--- config.mk ---
export PLATFORM = sky130hd
export DESIGN_NAME = sdram_write_burst_engine
export DESIGN_NICKNAME = d
export VERILOG_FILES = /design/src/rtl/sdram_write_burst_engine_pkg.sv /design/src/rtl/sdram_wr_timer.sv /design/src/rtl/sdram_write_burst_engine.sv
export SDC_FILE = /design/constraint.sdc
export NUM_CORES = 1
export LEC_CHECK = 0
export CAP_MARGIN = 20
export CORE_MARGIN = 1.5
export CORE_UTILIZATION = 50
export CTS_CLUSTER_DIAMETER = 100
export DETAILED_ROUTE_END_ITERATION = 12
export GPL_TIMING_DRIVEN = 0
export PLACE_DENSITY = 0.95
export SLEW_MARGIN = 0
export SYNTH_ARGS = -nofsm -noshare
export SYNTH_HDL_FRONTEND = slang
export SYNTH_SLANG_ARGS = --single-unit
--- constraint.sdc ---
create_clock -name sysclk_100M -period 6.3 [get_ports sysclk_100M]
set_input_delay 1.26 -clock sysclk_100M [delete_from_list [all_inputs] [get_ports sysclk_100M]]
set_output_delay 1.26 -clock sysclk_100M [all_outputs]
set_load 0.02 [all_outputs]
--- src/rtl/sdram_write_burst_engine_pkg.sv ---
// Shared definitions for the SDRAM write burst engine: command encodings,
// FSM state type and wait-timer sizing.
package sdram_write_burst_engine_pkg;

  // SDRAM commands as {cs_n, ras_n, cas_n, we_n}
  localparam logic [3:0] CMD_NOP   = 4'b0111;
  localparam logic [3:0] CMD_ACT   = 4'b0011;
  localparam logic [3:0] CMD_WRITE = 4'b0100;
  localparam logic [3:0] CMD_PRE   = 4'b0010;

  // Address bit that selects precharge-all on a PRE command
  localparam int A10_BIT = 10;

  // Wait timer width; large enough for any tRCD/tWR/tRP setting up to 15 clocks
  localparam int TMR_W = 4;

  typedef enum logic [2:0] {
    S_IDLE,
    S_REQ,
    S_ACT,
    S_TRCD,
    S_WRITE,
    S_TWR,
    S_PRE,
    S_TRP
  } state_e;

  // Convert a clock count into a timer load value
  function automatic logic [TMR_W-1:0] tmr_cycles(input int n);
    return TMR_W'(n);
  endfunction

endpackage

--- src/rtl/sdram_wr_timer.sv ---
// Loadable down-counter used for the tRCD / tWR / tRP waits.
// Loading N makes the following N cycles the wait; done marks the last of them
// and almost_done the one before it.
module sdram_wr_timer
  import sdram_write_burst_engine_pkg::*;
(
  input  logic             clk,
  input  logic             rst_n,
  input  logic             load,
  input  logic [TMR_W-1:0] load_val,
  output logic             done,
  output logic             almost_done
);

  logic [TMR_W-1:0] cnt_q;
  logic [TMR_W-1:0] cnt_d;

  // Next count: reload on request, otherwise count down and park at zero
  always_comb begin
    cnt_d = cnt_q;
    if (load) begin
      cnt_d = load_val;
    end else if (cnt_q != '0) begin
      cnt_d = cnt_q - TMR_W'(1);
    end
  end

  // Count register
  always_ff @(posedge clk or negedge rst_n) begin
    if (!rst_n) begin
      cnt_q <= '0;
    end else begin
      cnt_q <= cnt_d;
    end
  end

  assign done        = (cnt_q == TMR_W'(1));
  assign almost_done = (cnt_q == TMR_W'(2));

endmodule

--- src/rtl/sdram_write_burst_engine.sv ---
// SDRAM write engine: drains a FWFT write cache into SDRAM as ACT, one or
// more back-to-back WRITE bursts in the same row, then PRE.
//
// Bus handshake: arbit_write_req is raised in REQ and held until
// arbit_write_ack is sampled high; the engine then owns the bus until the
// write_end cycle. Ack is a level; dropping it (or refresh_req rising) is
// only acted on at a burst boundary, so a started burst always completes.
//
// Supported timing: T_RCD >= 2, T_WR >= 1, 2 <= T_RP <= 15.
module sdram_write_burst_engine
  import sdram_write_burst_engine_pkg::*;
#(
  parameter int DATA_W    = 16,
  parameter int ROW_W     = 13,
  parameter int COL_W     = 9,
  parameter int BANK_W    = 2,
  parameter int BURST_LEN = 4,
  parameter int T_RCD     = 2,
  parameter int T_WR      = 2,
  parameter int T_RP      = 2
) (
  input  logic                            sysclk_100M,
  input  logic                            rst_n,
  input  logic                            write_ready,
  input  logic                            wr_addr_load,
  input  logic [BANK_W+ROW_W+COL_W-1:0]   wr_start_addr,
  input  logic [DATA_W-1:0]               wr_data_in,
  output logic                            wr_data_rd_en,
  output logic                            arbit_write_req,
  input  logic                            arbit_write_ack,
  input  logic                            refresh_req,
  output logic                            burst_end,
  output logic                            write_end,
  output logic [3:0]                      cmd_reg,
  output logic [ROW_W-1:0]                sdram_addr,
  output logic [BANK_W-1:0]               sdram_bank_addr,
  output logic [DATA_W-1:0]               sdram_dq_out,
  output logic                            sdram_dq_oe,
  output state_e                          dbg_state,
  output logic [BANK_W+ROW_W+COL_W-1:0]   dbg_addr_ctr
);

  localparam int A_W    = BANK_W + ROW_W + COL_W;
  localparam int BEAT_W = (BURST_LEN > 1) ? $clog2(BURST_LEN) : 1;

  state_e              state_q, state_d;
  logic [A_W-1:0]      ctr_q, ctr_d;
  logic [BEAT_W-1:0]   beat_q, beat_d;
  logic [3:0]          cmd_q, cmd_d;
  logic [ROW_W-1:0]    addr_q, addr_d;
  logic [BANK_W-1:0]   bank_q, bank_d;
  logic                req_q, req_d;
  logic                dq_oe_q, dq_oe_d;
  logic                burst_end_q, burst_end_d;
  logic                write_end_q, write_end_d;

  logic                tmr_load;
  logic [TMR_W-1:0]    tmr_val;
  logic                tmr_done;
  logic                tmr_almost_done;

  logic [COL_W-1:0]    ctr_col;
  logic [ROW_W-1:0]    ctr_row;
  logic [BANK_W-1:0]   ctr_bank;
  logic [A_W-1:0]      ctr_inc;
  logic                last_beat;
  logic                row_end;
  logic                stream_on;

  assign ctr_col  = ctr_q[COL_W-1:0];
  assign ctr_row  = ctr_q[COL_W +: ROW_W];
  assign ctr_bank = ctr_q[A_W-1 -: BANK_W];
  // Increment carries naturally from column into row and bank, and wraps at all-ones
  assign ctr_inc  = ctr_q + A_W'(BURST_LEN);

  assign last_beat = (beat_q == BEAT_W'(BURST_LEN - 1));
  // Current burst is the last one that fits in the open row
  assign row_end   = ((ctr_col | COL_W'(BURST_LEN - 1)) == {COL_W{1'b1}});
  // Another burst may follow without closing the row
  assign stream_on = write_ready && !refresh_req && arbit_write_ack && !row_end;

  sdram_wr_timer u_timer (
    .clk         (sysclk_100M),
    .rst_n       (rst_n),
    .load        (tmr_load),
    .load_val    (tmr_val),
    .done        (tmr_done),
    .almost_done (tmr_almost_done)
  );

  // Next state plus next values of every registered output
  always_comb begin
    state_d     = state_q;
    ctr_d       = ctr_q;
    beat_d      = '0;
    cmd_d       = CMD_NOP;
    addr_d      = addr_q;
    bank_d      = bank_q;
    req_d       = 1'b0;
    dq_oe_d     = 1'b0;
    burst_end_d = 1'b0;
    write_end_d = 1'b0;
    tmr_load    = 1'b0;
    tmr_val     = '0;

    case (state_q)
      S_IDLE: begin
        if (wr_addr_load) begin
          ctr_d = wr_start_addr;
        end else if (write_ready && !refresh_req) begin
          state_d = S_REQ;
          req_d   = 1'b1;
        end
      end

      S_REQ: begin
        if (refresh_req) begin
          state_d = S_IDLE;
        end else if (arbit_write_ack) begin
          state_d = S_ACT;
          cmd_d   = CMD_ACT;
          addr_d  = ctr_row;
          bank_d  = ctr_bank;
        end else begin
          req_d = 1'b1;
        end
      end

      S_ACT: begin
        state_d  = S_TRCD;
        tmr_load = 1'b1;
        tmr_val  = tmr_cycles(T_RCD - 1);
      end

      S_TRCD: begin
        if (tmr_done) begin
          state_d     = S_WRITE;
          cmd_d       = CMD_WRITE;
          addr_d      = ROW_W'(ctr_col);
          bank_d      = ctr_bank;
          dq_oe_d     = 1'b1;
          burst_end_d = (BURST_LEN == 1);
        end
      end

      S_WRITE: begin
        if (!last_beat) begin
          beat_d      = beat_q + BEAT_W'(1);
          dq_oe_d     = 1'b1;
          burst_end_d = (beat_d == BEAT_W'(BURST_LEN - 1));
        end else begin
          ctr_d = ctr_inc;
          if (stream_on) begin
            cmd_d       = CMD_WRITE;
            addr_d      = ROW_W'(ctr_inc[COL_W-1:0]);
            dq_oe_d     = 1'b1;
            burst_end_d = (BURST_LEN == 1);
          end else begin
            state_d  = S_TWR;
            tmr_load = 1'b1;
            tmr_val  = tmr_cycles(T_WR);
          end
        end
      end

      S_TWR: begin
        if (tmr_done) begin
          state_d = S_PRE;
          cmd_d   = CMD_PRE;
          addr_d  = ROW_W'(1) << A10_BIT;
        end
      end

      S_PRE: begin
        state_d     = S_TRP;
        tmr_load    = 1'b1;
        tmr_val     = tmr_cycles(T_RP - 1);
        write_end_d = (T_RP == 2);
      end

      S_TRP: begin
        if (tmr_done) begin
          state_d = S_IDLE;
        end else begin
          write_end_d = tmr_almost_done;
        end
      end

      default: begin
        state_d = S_IDLE;
      end
    endcase
  end

  // State, counters and output registers
  always_ff @(posedge sysclk_100M or negedge rst_n) begin
    if (!rst_n) begin
      state_q     <= S_IDLE;
      ctr_q       <= '0;
      beat_q      <= '0;
      cmd_q       <= CMD_NOP;
      addr_q      <= '0;
      bank_q      <= '0;
      req_q       <= 1'b0;
      dq_oe_q     <= 1'b0;
      burst_end_q <= 1'b0;
      write_end_q <= 1'b0;
    end else begin
      state_q     <= state_d;
      ctr_q       <= ctr_d;
      beat_q      <= beat_d;
      cmd_q       <= cmd_d;
      addr_q      <= addr_d;
      bank_q      <= bank_d;
      req_q       <= req_d;
      dq_oe_q     <= dq_oe_d;
      burst_end_q <= burst_end_d;
      write_end_q <= write_end_d;
    end
  end

  assign cmd_reg         = cmd_q;
  assign sdram_addr      = addr_q;
  assign sdram_bank_addr = bank_q;
  assign arbit_write_req = req_q;
  assign sdram_dq_oe     = dq_oe_q;
  assign burst_end       = burst_end_q;
  assign write_end       = write_end_q;
  // FWFT cache: the head word is valid now, so pop and drive in the same beat
  assign wr_data_rd_en   = dq_oe_q;
  assign sdram_dq_out    = dq_oe_q ? wr_data_in : '0;
  assign dbg_state       = state_q;
  assign dbg_addr_ctr    = ctr_q;

endmodule
---- Word-level counts from Yosys, hierarchy flattened ----
Index checks and enable logic that the tools add are counted.
cells by class
  $add $sub $neg .......................... 3
  equality and inequality tests ........... 24
  muxes and demuxes ....................... 55
  reduce and logical (&&, ||, !) cells .... 16
operators with widths
  operator               number
  $mux 13                6
  $pmux 13 s4            1
  $mux 24                2
  $pmux 24 s2            1
  $mux 3                 12
  $add 24x3->24 const B  1
  $pmux 3 s8             1
  $ne 2x2->1 const B     11
  $mux 2                 10
  $mux 16                1
  $eq 3x3->1 const B     4
  $mux 1                 12
  $pmux 3 s4             1
  $mux 4                 2
  $pmux 1 s2             4
  $pmux 2 s2             2
  $reduce_and 8->1       1
  $reduce_bool 4->1      2
  $eq 7x7->1 const B     1
  $reduce_and 7->1       1
  $eq 3x2->1 const B     2
  $reduce_bool 2->1      3
  $eq 2x2->1 const B     2
  $eq 4x1->1 const B     1
  other kinds (11)       14
word-level totals
  register bits ........................... 56
  output and inout bits ................... 67
  word-level logic and storage cells ...... 109

---- Logic depth before layout (Yosys ltp) ----
Gate-level depths: netlist (run 1).
  depth after elaboration ................. 8
  mapped depth ............................ 9
  mapped depth without buffers ............ 7

---- Modules after synthesis ----
Synthesis (run 1) repeated with hierarchy kept, for this count alone.
unflattened totals
  cells, all modules ...................... 374
  area, all modules ....................... 3,454.6 µm²
modules (own cells, without submodules)
  module                    times used  cells each  area each (µm²)  seq. area each (µm²)
  sdram_write_burst_engine  1           345         3,160.5          1,280.0
  sdram_wr_timer            1           29          294.0            100.1

---- Worst setup path before layout (run 1) ----
No wires, ideal clock.
  kind .................................... input -> output
  start ................................... input port wr_data_in[0]
  end ..................................... output port sdram_dq_out[0]
  arrival time ............................ 1,476 ps
  required time ........................... 5,040 ps
  setup slack ............................. 3,564 ps
  stages .................................. 1
  cell sequence ........................... and2_1
on the way
  cells in the longest elaborated chain, start to end .. 1
ends and longest elaborated chain
  what                line                             text
  start: declaration  sdram_write_burst_engine.sv:27   input logic [DATA_W-1:0] wr_data_in,
  $mux 16             sdram_write_burst_engine.sv:231  assign sdram_dq_out = dq_oe_q ? wr_data_in : '0;
  end: declaration    sdram_write_burst_engine.sv:37   output logic [DATA_W-1:0] sdram_dq_out,
Every way passes these cells.

---- Final worst setup path (run 1) ----
  start ................................... input port wr_data_in[2]
  end ..................................... output port sdram_dq_out[2]
The elaborated chain is that of the path after synthesis.

==> flow_summary.html, run 1 <==
<table>
<tr><th>Metric</th><th>Value</th></tr>
<tr><th colspan="2">Drt</th></tr>
<tr><td>Met1 layer wirelength in the final routing</td><td>4.53 mm</td></tr>
<tr><td>Routed WL</td><td>10.9 mm</td></tr>
<tr><td>Remaining antenna violation count after routing</td><td>0</td></tr>
<tr><td>Number of detailed-route iterations in the first pass</td><td>5</td></tr>
<tr><td>Met3 routed WL</td><td>828 um</td></tr>
<tr><td>Amount of wire on met2 after detailed routing</td><td>5.34 mm</td></tr>
<tr><td>Vias/cell</td><td>6.23</td></tr>
<tr><td>Wire length per cell</td><td>18.5 um</td></tr>
<tr><td>Top routing layer in use</td><td>met4</td></tr>
<tr><td>Vias</td><td>3690</td></tr>
<tr><td>Residual DRC count</td><td>0</td></tr>
<tr><td>Number of DRC violations after detailed-routing iteration 0</td><td>372</td></tr>
<tr><th colspan="2">Yosys</th></tr>
<tr><td>Count leader, synth</td><td>nand2_1</td></tr>
<tr><td>Most area-consuming cells after synthesis</td><td>dfrtp_1 39%, nand2_1 6.1%, o21ai_0 4.8%</td></tr>
<tr><td>Cell Area, Synth</td><td>3310 sq um</td></tr>
<tr><td>Unique cell type count in the Yosys netlist</td><td>49</td></tr>
<tr><td>Synth Register Bits</td><td>55</td></tr>
<tr><td>Number of synthesized flops with an enable pin</td><td>0</td></tr>
<tr><td>Synth Area per Inst</td><td>8.37 sq um</td></tr>
<tr><td>Post-synthesis sequential area ratio</td><td>0.417</td></tr>
<tr><td>FFs w/ async S/R, synth</td><td>1.00</td></tr>
<tr><td>Most used flip-flop cell after synthesis</td><td>dfrtp_1</td></tr>
<tr><td>Number of nets in the synthesized netlist</td><td>448</td></tr>
<tr><td>Area share of the largest cell type after synthesis</td><td>0.394</td></tr>
<tr><td>Post-synthesis instance total</td><td>395</td></tr>
<tr><td>Total of warnings raised by yosys</td><td>0</td></tr>
<tr><td>Synth area leader</td><td>dfrtp_1</td></tr>
<tr><td>Top cells by count, synth</td><td>54 x nand2_1, 52 x dfrtp_1, 32 x o21ai_0, 28 x a21oi_1, 22 x clkbuf_1</td></tr>
<tr><th colspan="2">Worst setup path</th></tr>
<tr><td>Delay of the slowest critical-path stage</td><td>0.60 ns</td></tr>
<tr><td>FF-to-FF Start</td><td>dbg_state[1]</td></tr>
<tr><td>CP Buf/Inv Count</td><td>2</td></tr>
<tr><td>Capturing element type of the critical path</td><td>output port</td></tr>
<tr><td>Cell depth of the worst flop-to-flop path</td><td>5</td></tr>
<tr><td>Capture point of the worst reg-to-reg path</td><td>dbg_state[0]</td></tr>
<tr><td>Cell type with the highest occurrence count on the critical path</td><td>clkdlybuf4s50_1</td></tr>
<tr><td>Endpoint required time on the critical path</td><td>5.04 ns</td></tr>
<tr><td>Data arrival time of the worst path</td><td>2.46 ns</td></tr>
<tr><td>Crit path launch type</td><td>input pin</td></tr>
<tr><td>Largest driver fanout on the critical path</td><td>1</td></tr>
<tr><td>Worst-path cell chain</td><td>clkdlybuf4s50_1, and2_1, clkdlybuf4s50_1</td></tr>
<tr><td>Classification of the worst setup path</td><td>input pin to output port</td></tr>
<tr><td>Slowest-stage cell, CP</td><td>clkdlybuf4s50_1</td></tr>
<tr><td>Reg2reg setup slack</td><td>3.94 ns</td></tr>
<tr><td>Cell type group with the largest total delay on the critical path</td><td>buffers and inverters</td></tr>
<tr><th colspan="2">Place</th></tr>
<tr><td>Cell total after placement</td><td>584</td></tr>
<tr><td>Total of buffers placed on input and output ports</td><td>111</td></tr>
<tr><td>Placer congestion estimate</td><td>0.976</td></tr>
<tr><td>Sum of net half-perimeters after detailed placement</td><td>8.17 mm</td></tr>
<tr><td>Worst setup slack after placement</td><td>2.57 ns</td></tr>
<tr><th colspan="2">Die</th></tr>
<tr><td>Die X</td><td>84.3 um</td></tr>
<tr><td>Ports</td><td>113</td></tr>
<tr><td>Standard-cell rows</td><td>29</td></tr>
<tr><td>Die extent in y</td><td>84.3 um</td></tr>
<tr><td>Core region area</td><td>6390 sq um</td></tr>
<tr><td>Starting utilization of the core area</td><td>0.518</td></tr>
<tr><td>Full die area</td><td>7110 sq um</td></tr>
<tr><th colspan="2">Timing</th></tr>
<tr><td>Max Transition Viols Final</td><td>0</td></tr>
<tr><td>Unrepaired setup endpoints after global routing</td><td>no</td></tr>
<tr><td>Total negative slack</td><td>0 ns</td></tr>
<tr><td>Final setup vio count</td><td>0</td></tr>
<tr><td>Hold Fails Final Rpt</td><td>0</td></tr>
<tr><td>Post-layout min period</td><td>3.72 ns</td></tr>
<tr><td>Final WS setup</td><td>2.58 ns</td></tr>
<tr><td>Worst slew pin tran</td><td>0.832 ns</td></tr>
<tr><td>Ratio of final minimum period to clock period</td><td>0.590</td></tr>
<tr><td>Final clock skew</td><td>0.00743 ns</td></tr>
<tr><td>Relative slew margins</td><td>0.444</td></tr>
<tr><td>Max Fclk</td><td>269 MHz</td></tr>
<tr><th colspan="2">Clock tree</th></tr>
<tr><td>Insertion delay of the later-clocked pin in the worst-skew pair</td><td>0.32 ns</td></tr>
<tr><td>TritonCTS clock tree</td><td>yes</td></tr>
<tr><td>CTS H-Tree Depth</td><td>2</td></tr>
<tr><td>CTS root buf</td><td>clkbuf_8</td></tr>
<tr><td>Clock-pin slew reported for the worst setup and hold paths after clock tree synthesis</td><td>0.10 ns</td></tr>
<tr><td>Total of cells resized after clock tree synthesis</td><td>0</td></tr>
<tr><td>Number of buffers between clock root and the deepest sink</td><td>2</td></tr>
<tr><td>Clock sink count</td><td>55</td></tr>
<tr><td>Num CTS Buffers</td><td>5</td></tr>
<tr><td>Post-CTS Hold Fix Bufs</td><td>0</td></tr>
<tr><td>Buffers inserted by post-CTS timing repair</td><td>0</td></tr>
<tr><th colspan="2">Worst hold path</th></tr>
<tr><td>Startpoint of the most critical hold path</td><td>beat_q[0]</td></tr>
<tr><td>Number of cells traversed by the worst hold path</td><td>1</td></tr>
<tr><td>Class of the tightest hold or removal check</td><td>flip-flop to flip-flop</td></tr>
<tr><td>Worst min-delay path endpoint</td><td>beat_q[0]</td></tr>
<tr><th colspan="2">Power and ir drop</th></tr>
<tr><td>Peak supply drop</td><td>0.359 mV</td></tr>
<tr><td>Sw power</td><td>0.00118 W</td></tr>
<tr><td>Internal power</td><td>0.00133 W</td></tr>
<tr><td>Relative contribution of combinational cells to total power</td><td>0.607</td></tr>
<tr><td>Switching fraction of total power</td><td>0.469</td></tr>
<tr><td>Areal power density over the cells</td><td>539 nW/um^2</td></tr>
<tr><td>Leakage power</td><td>1.86 nW</td></tr>
<tr><td>Flop pwr share</td><td>0.282</td></tr>
<tr><td>Clock power share</td><td>0.112</td></tr>
<tr><th colspan="2">Finish</th></tr>
<tr><td>Count of fill cells added during filler insertion</td><td>496</td></tr>
<tr><td>Area growth, synth to finish</td><td>41.1%</td></tr>
<tr><td>Final cell count without fillers</td><td>592</td></tr>
<tr><td>Antenna diode instance count</td><td>0</td></tr>
<tr><td>Number of nets in the layout</td><td>567</td></tr>
<tr><td>Fraction of layout cells with a size suffix above 1</td><td>0.0505</td></tr>
<tr><td>Max FFs per register</td><td>24</td></tr>
<tr><th colspan="2">GRT</th></tr>
<tr><td>Number of global-route vias before repair</td><td>3501</td></tr>
<tr><td>GR Util All Layers</td><td>0.305</td></tr>
<tr><td>Antenna violations before repair</td><td>0</td></tr>
<tr><td>First-pass GRT wire length</td><td>17.5 mm</td></tr>
<tr><td>Pin count of the biggest net entering global routing</td><td>33</td></tr>
<tr><td>Residual overflow from global routing</td><td>0</td></tr>
<tr><th colspan="2">Run status</th></tr>
<tr><td>Status</td><td>completed</td></tr>
<tr><th colspan="2">Job</th></tr>
<tr><td>Count of maximum capacitance violations</td><td>0</td></tr>
</table>
area by class of cell:
class / count / area (sq um) / area share
multi-input cells: 300 / 1750 / 0.375
clock inverters: 3 / 67.6 / 0.0145
repair buffers: 112 / 1130 / 0.241
flip-flops and latches: 55 / 1380 / 0.296
clock buffers: 5 / 68.8 / 0.0148
plain buffers: 32 / 146 / 0.0314
inverters: 8 / 30.0 / 0.00644
well taps: 77 / 96.3 / 0.0207
worst max path at each step:
stage | from | to | slack (ns) | depth (start not counted)
2_1_floorplan | wr_data_in[0] | sdram_dq_out[0] | 3.56 | 1
3_3_place_gp | rst_n | beat_q[1] | 2.32 | 1
3_5_place_dp | wr_data_in[2] | sdram_dq_out[2] | 2.57 | 3
4_1_cts | wr_data_in[2] | sdram_dq_out[2] | 2.57 | 3
5_1_grt | wr_data_in[15] | sdram_dq_out[15] | 2.55 | 3
6_report | wr_data_in[2] | sdram_dq_out[2] | 2.58 | 3
worst register-to-register path: stages (launching register included):
cell	delay [ns]
dfrtp_1	0.47
nand2b_1	0.21
nor2_1	0.64
clkbuf_1	0.52
nand2_1	0.19
a22o_1	0.23
cells by family after synthesis:
kind of cell / synth area share
multiplexers: 0.0136
AO/OA/AOI/OAI: 0.229
adder cells (fa/ha/maj): 0.0265
XOR/XNOR: 0.0212
other: 0.00113
flip-flops: 0.417
AND/OR/NAND/NOR: 0.238
buffers and inverters: 0.0534
per-stage QoR:
step                 util  cell area, sq um  hold WS (ns)  total power [W]
global placement    0.707              4510         0.449          0.00215
floorplan               -              3310         0.438          0.00157
detailed placement  0.709              4530         0.470          0.00221
finish              0.730              4660         0.479          0.00251
CTS                 0.730              4660         0.485          0.00249
global route        0.730              4660         0.509          0.00265
placed cells by master, fill, tap and decap left out, types with 8 or more instances in the layout:
| cell | instances |
|---|---|
| a31oi_1 | 12 |
| and2_1 | 18 |
| o21ai_0 | 32 |
| nand2_1 | 54 |
| clkbuf_1 | 22 |
| nand4_1 | 9 |
| nor2_1 | 20 |
| a21oi_1 | 28 |
| dfrtp_1 | 52 |
| nand3_1 | 21 |
| inv_1 | 8 |
| clkdlybuf4s50_1 | 110 |
| o22ai_1 | 14 |
| a2bb2oi_1 | 9 |
power by group through the flow:
stage	clock network (W)	logic [W]	registers [W]
final	0.000280	0.00152	0.000708
after global routing	0.000296	0.00162	0.000729
after CTS	0.000282	0.00151	0.000700
after detailed placement	0	0.00150	0.000706
after global placement	0	0.00145	0.000698
after floorplan	0	0.000746	0.000827
metal layers:
metal | vias to the layer above | GRT usage
li1 | 1661 | -
met1 | 1803 | 0.405
met2 | 202 | 0.515
met3 | 24 | 0.0511
met4 | 0 | 0.0909
met5 | - | 0
No activity file was read; power rests on OpenSTA's default activity.
==> inputs of run 2 (changes only) <==
Settings changed: CORE_UTILIZATION 50 to 46, PLACE_DENSITY 0.95 to 0.92.
Clock period 6.3 ns to 3.8 ns, I/O delays scaled along.
==> run 2 against run 1 <==
  * Sequential share of layout area rose by 0.15 points
  * Cell count rose by 3.2%
  * Clock power rose by 18%
  * Sequential power rose by 65%
  * Total power rose by 59%
  * Register-to-register slack got worse by 2.4 ns
  * Routed wire length fell by 6.0%
  * Critical path depth did not move
  * Non-clock buffer count did not move
  * Utilization fell by 5.5 points
  * Clock-buffer cell count did not move
  * First-iteration DRC count rose by 67%
  * Critical endpoint is now sdram_dq_out[5]
  * Largest power group unchanged
  * Highest routed layer unchanged
==> flow_summary.html, run 2 (same netlist as run 1, synthesis figures left out) <==
<table>
<tr><th>Metric</th><th>Value</th></tr>
<tr><th colspan="2">Worst setup path</th></tr>
<tr><td>Cell type with the highest occurrence count on the critical path</td><td>clkdlybuf4s50_1</td></tr>
<tr><td>Worst-path cell chain</td><td>clkdlybuf4s50_1, and2_1, clkdlybuf4s50_1</td></tr>
<tr><td>Capturing element type of the critical path</td><td>output port</td></tr>
<tr><td>Delay of the slowest critical-path stage</td><td>0.61 ns</td></tr>
<tr><td>Data arrival time of the worst path</td><td>1.97 ns</td></tr>
<tr><td>Classification of the worst setup path</td><td>input pin to output port</td></tr>
<tr><td>Cell depth of the worst flop-to-flop path</td><td>5</td></tr>
<tr><td>Crit path launch type</td><td>input pin</td></tr>
<tr><td>Endpoint required time on the critical path</td><td>3.04 ns</td></tr>
<tr><td>Slowest-stage cell, CP</td><td>clkdlybuf4s50_1</td></tr>
<tr><td>Largest driver fanout on the critical path</td><td>1</td></tr>
<tr><th colspan="2">GRT</th></tr>
<tr><td>Antenna violations before repair</td><td>0</td></tr>
<tr><td>Pin count of the biggest net entering global routing</td><td>30</td></tr>
<tr><td>Residual overflow from global routing</td><td>0</td></tr>
<tr><td>First-pass GRT wire length</td><td>16.0 mm</td></tr>
<tr><td>GR Util All Layers</td><td>0.266</td></tr>
<tr><td>Number of global-route vias before repair</td><td>3274</td></tr>
<tr><th colspan="2">Drt</th></tr>
<tr><td>Number of DRC violations after detailed-routing iteration 0</td><td>622</td></tr>
<tr><td>Residual DRC count</td><td>0</td></tr>
<tr><td>Routed WL</td><td>10.3 mm</td></tr>
<tr><td>Vias/cell</td><td>5.99</td></tr>
<tr><td>Number of detailed-route iterations in the first pass</td><td>5</td></tr>
<tr><td>Vias</td><td>3660</td></tr>
<tr><td>Wire length per cell</td><td>16.8 um</td></tr>
<tr><td>Remaining antenna violation count after routing</td><td>0</td></tr>
<tr><th colspan="2">Finish</th></tr>
<tr><td>Combined area of the multi-input logic cells</td><td>1750 sq um</td></tr>
<tr><td>Antenna diode instance count</td><td>0</td></tr>
<tr><td>Area growth, synth to finish</td><td>40.4%</td></tr>
<tr><td>Most frequent standard cell in the layout excluding fill and tap cells</td><td>clkdlybuf4s50_1</td></tr>
<tr><td>Final cell count without fillers</td><td>611</td></tr>
<tr><td>Leading cell types in the layout, fill and taps excluded</td><td>110 x clkdlybuf4s50_1, 54 x nand2_1, 52 x dfrtp_1, 32 x o21ai_0, 28 x a21oi_1</td></tr>
<tr><td>Number of nets in the layout</td><td>567</td></tr>
<tr><td>Flip-flop and latch area</td><td>1380 sq um</td></tr>
<tr><td>Fraction of layout cells with a size suffix above 1</td><td>0.0505</td></tr>
<tr><td>Max FFs per register</td><td>24</td></tr>
<tr><td>Count of fill cells added during filler insertion</td><td>532</td></tr>
<tr><th colspan="2">Timing</th></tr>
<tr><td>Hold Fails Final Rpt</td><td>0</td></tr>
<tr><td>Worst slew pin tran</td><td>0.809 ns</td></tr>
<tr><td>Relative slew margins</td><td>0.460</td></tr>
<tr><td>Final setup vio count</td><td>0</td></tr>
<tr><td>Max Fclk</td><td>366 MHz</td></tr>
<tr><td>Ratio of final minimum period to clock period</td><td>0.719</td></tr>
<tr><td>Total negative slack</td><td>0 ns</td></tr>
<tr><td>Max Transition Viols Final</td><td>0</td></tr>
<tr><td>Unrepaired setup endpoints after global routing</td><td>no</td></tr>
<tr><td>Post-layout min period</td><td>2.73 ns</td></tr>
<tr><td>Final clock skew</td><td>0.0119 ns</td></tr>
<tr><th colspan="2">Power and ir drop</th></tr>
<tr><td>Peak supply drop</td><td>0.359 mV</td></tr>
<tr><td>Areal power density over the cells</td><td>862 nW/um^2</td></tr>
<tr><td>Internal power</td><td>0.00208 W</td></tr>
<tr><td>Flop pwr share</td><td>0.294</td></tr>
<tr><td>Clock power share</td><td>0.082</td></tr>
<tr><td>Relative contribution of combinational cells to total power</td><td>0.624</td></tr>
<tr><td>Switching fraction of total power</td><td>0.481</td></tr>
<tr><td>Sw power</td><td>0.00192 W</td></tr>
<tr><td>Leakage power</td><td>1.83 nW</td></tr>
<tr><th colspan="2">Clock tree</th></tr>
<tr><td>Buffers inserted by post-CTS timing repair</td><td>0</td></tr>
<tr><td>Insertion delay of the later-clocked pin in the worst-skew pair</td><td>0.32 ns</td></tr>
<tr><td>Clock sink count</td><td>55</td></tr>
<tr><td>Number of buffers between clock root and the deepest sink</td><td>2</td></tr>
<tr><td>TritonCTS clock tree</td><td>yes</td></tr>
<tr><td>Total of cells resized after clock tree synthesis</td><td>0</td></tr>
<tr><td>CTS root buf</td><td>clkbuf_8</td></tr>
<tr><td>Post-CTS Hold Fix Bufs</td><td>0</td></tr>
<tr><td>Num CTS Buffers</td><td>5</td></tr>
<tr><td>CTS H-Tree Depth</td><td>2</td></tr>
<tr><td>Clock-pin slew reported for the worst setup and hold paths after clock tree synthesis</td><td>0.10 ns</td></tr>
<tr><th colspan="2">Die</th></tr>
<tr><td>Die extent in y</td><td>87.8 um</td></tr>
<tr><td>Die X</td><td>87.8 um</td></tr>
<tr><td>Core region area</td><td>6870 sq um</td></tr>
<tr><td>Full die area</td><td>7700 sq um</td></tr>
<tr><td>Standard-cell rows</td><td>30</td></tr>
<tr><td>Starting utilization of the core area</td><td>0.481</td></tr>
<tr><td>Ports</td><td>113</td></tr>
<tr><th colspan="2">Place</th></tr>
<tr><td>Placer congestion estimate</td><td>0.935</td></tr>
<tr><td>Cell total after placement</td><td>603</td></tr>
<tr><td>Sum of net half-perimeters after detailed placement</td><td>7.69 mm</td></tr>
<tr><td>Total of buffers placed on input and output ports</td><td>111</td></tr>
<tr><th colspan="2">Job</th></tr>
<tr><td>Count of maximum capacitance violations</td><td>0</td></tr>
<tr><th colspan="2">Run status</th></tr>
<tr><td>Status</td><td>completed</td></tr>
<tr><th colspan="2">Worst hold path</th></tr>
<tr><td>Class of the tightest hold or removal check</td><td>input pin to asynchronous set/reset pin</td></tr>
</table>
-- run 2: area by class of cell --
| cell class | count | share of cell area |
|---|---|---|
| buffer | 32 | 0.0315 |
| clock buffer | 5 | 0.0148 |
| inverter | 8 | 0.00647 |
| timing repair buffer | 112 | 0.243 |
| sequential | 55 | 0.297 |
| tap | 96 | 0.0259 |
| clock inverter | 3 | 0.00431 |
| multi-input combinational | 300 | 0.377 |
-- run 2: power groups by stage --
stage	Sequential, W	Clock, W	Combinational [W]
3_5_place_dp	0.00117	0	0.00245
3_3_place_gp	0.00115	0	0.00237
4_1_cts	0.00116	0.000329	0.00246
6_report	0.00117	0.000329	0.00250
5_1_grt	0.00120	0.000352	0.00268
2_1_floorplan	0.00137	0	0.00124
-- run 2: metal layers --
| layer | track usage | vias to the layer above | routed length [um] | part of all wire |
|---|---|---|---|---|
| li1 | - | 1663 | - | - |
| met1 | 0.354 | 1673 | 4070 | 0.40 |
| met2 | 0.445 | 285 | 4840 | 0.47 |
| met3 | 0.0415 | 39 | 1110 | 0.11 |
| met4 | 0.0823 | 0 | 244 | 0.024 |
| met5 | 0 | - | 0 | 0 |
-- run 2: worst paths after layout --
check,startpoint,endpoint,slack [ns]
max,wr_data_in[5],sdram_dq_out[5],1.07
min,rst_n,sdram_addr[7],0.44
max reg2reg,dbg_state[1],dbg_state[0],1.50
min reg2reg,beat_q[0],beat_q[0],0.47
max in group asynchronous,rst_n,cmd_reg[2],2.70
min in group sysclk_100M,beat_q[0],beat_q[0],0.47
-- run 2: critical path: cells and delay by family --
family	cells	cell delay (ns)
simple gates	1	0.13
buf+inv	2	1.08
-- run 2: stage by stage --
stage	cell area (sq um)	hold WS, ns	util	power [W]	setup slack [ns]
3_5_place_dp	4550	0.465	0.663	0.00362	1.06
5_1_grt	4640	0.488	0.676	0.00424	1.06
4_1_cts	4640	0.454	0.676	0.00395	1.06
6_report	4640	0.439	0.676	0.00400	1.07
3_3_place_gp	4540	0.449	0.660	0.00352	0.372
2_1_floorplan	3310	0.438	-	0.00261	1.73
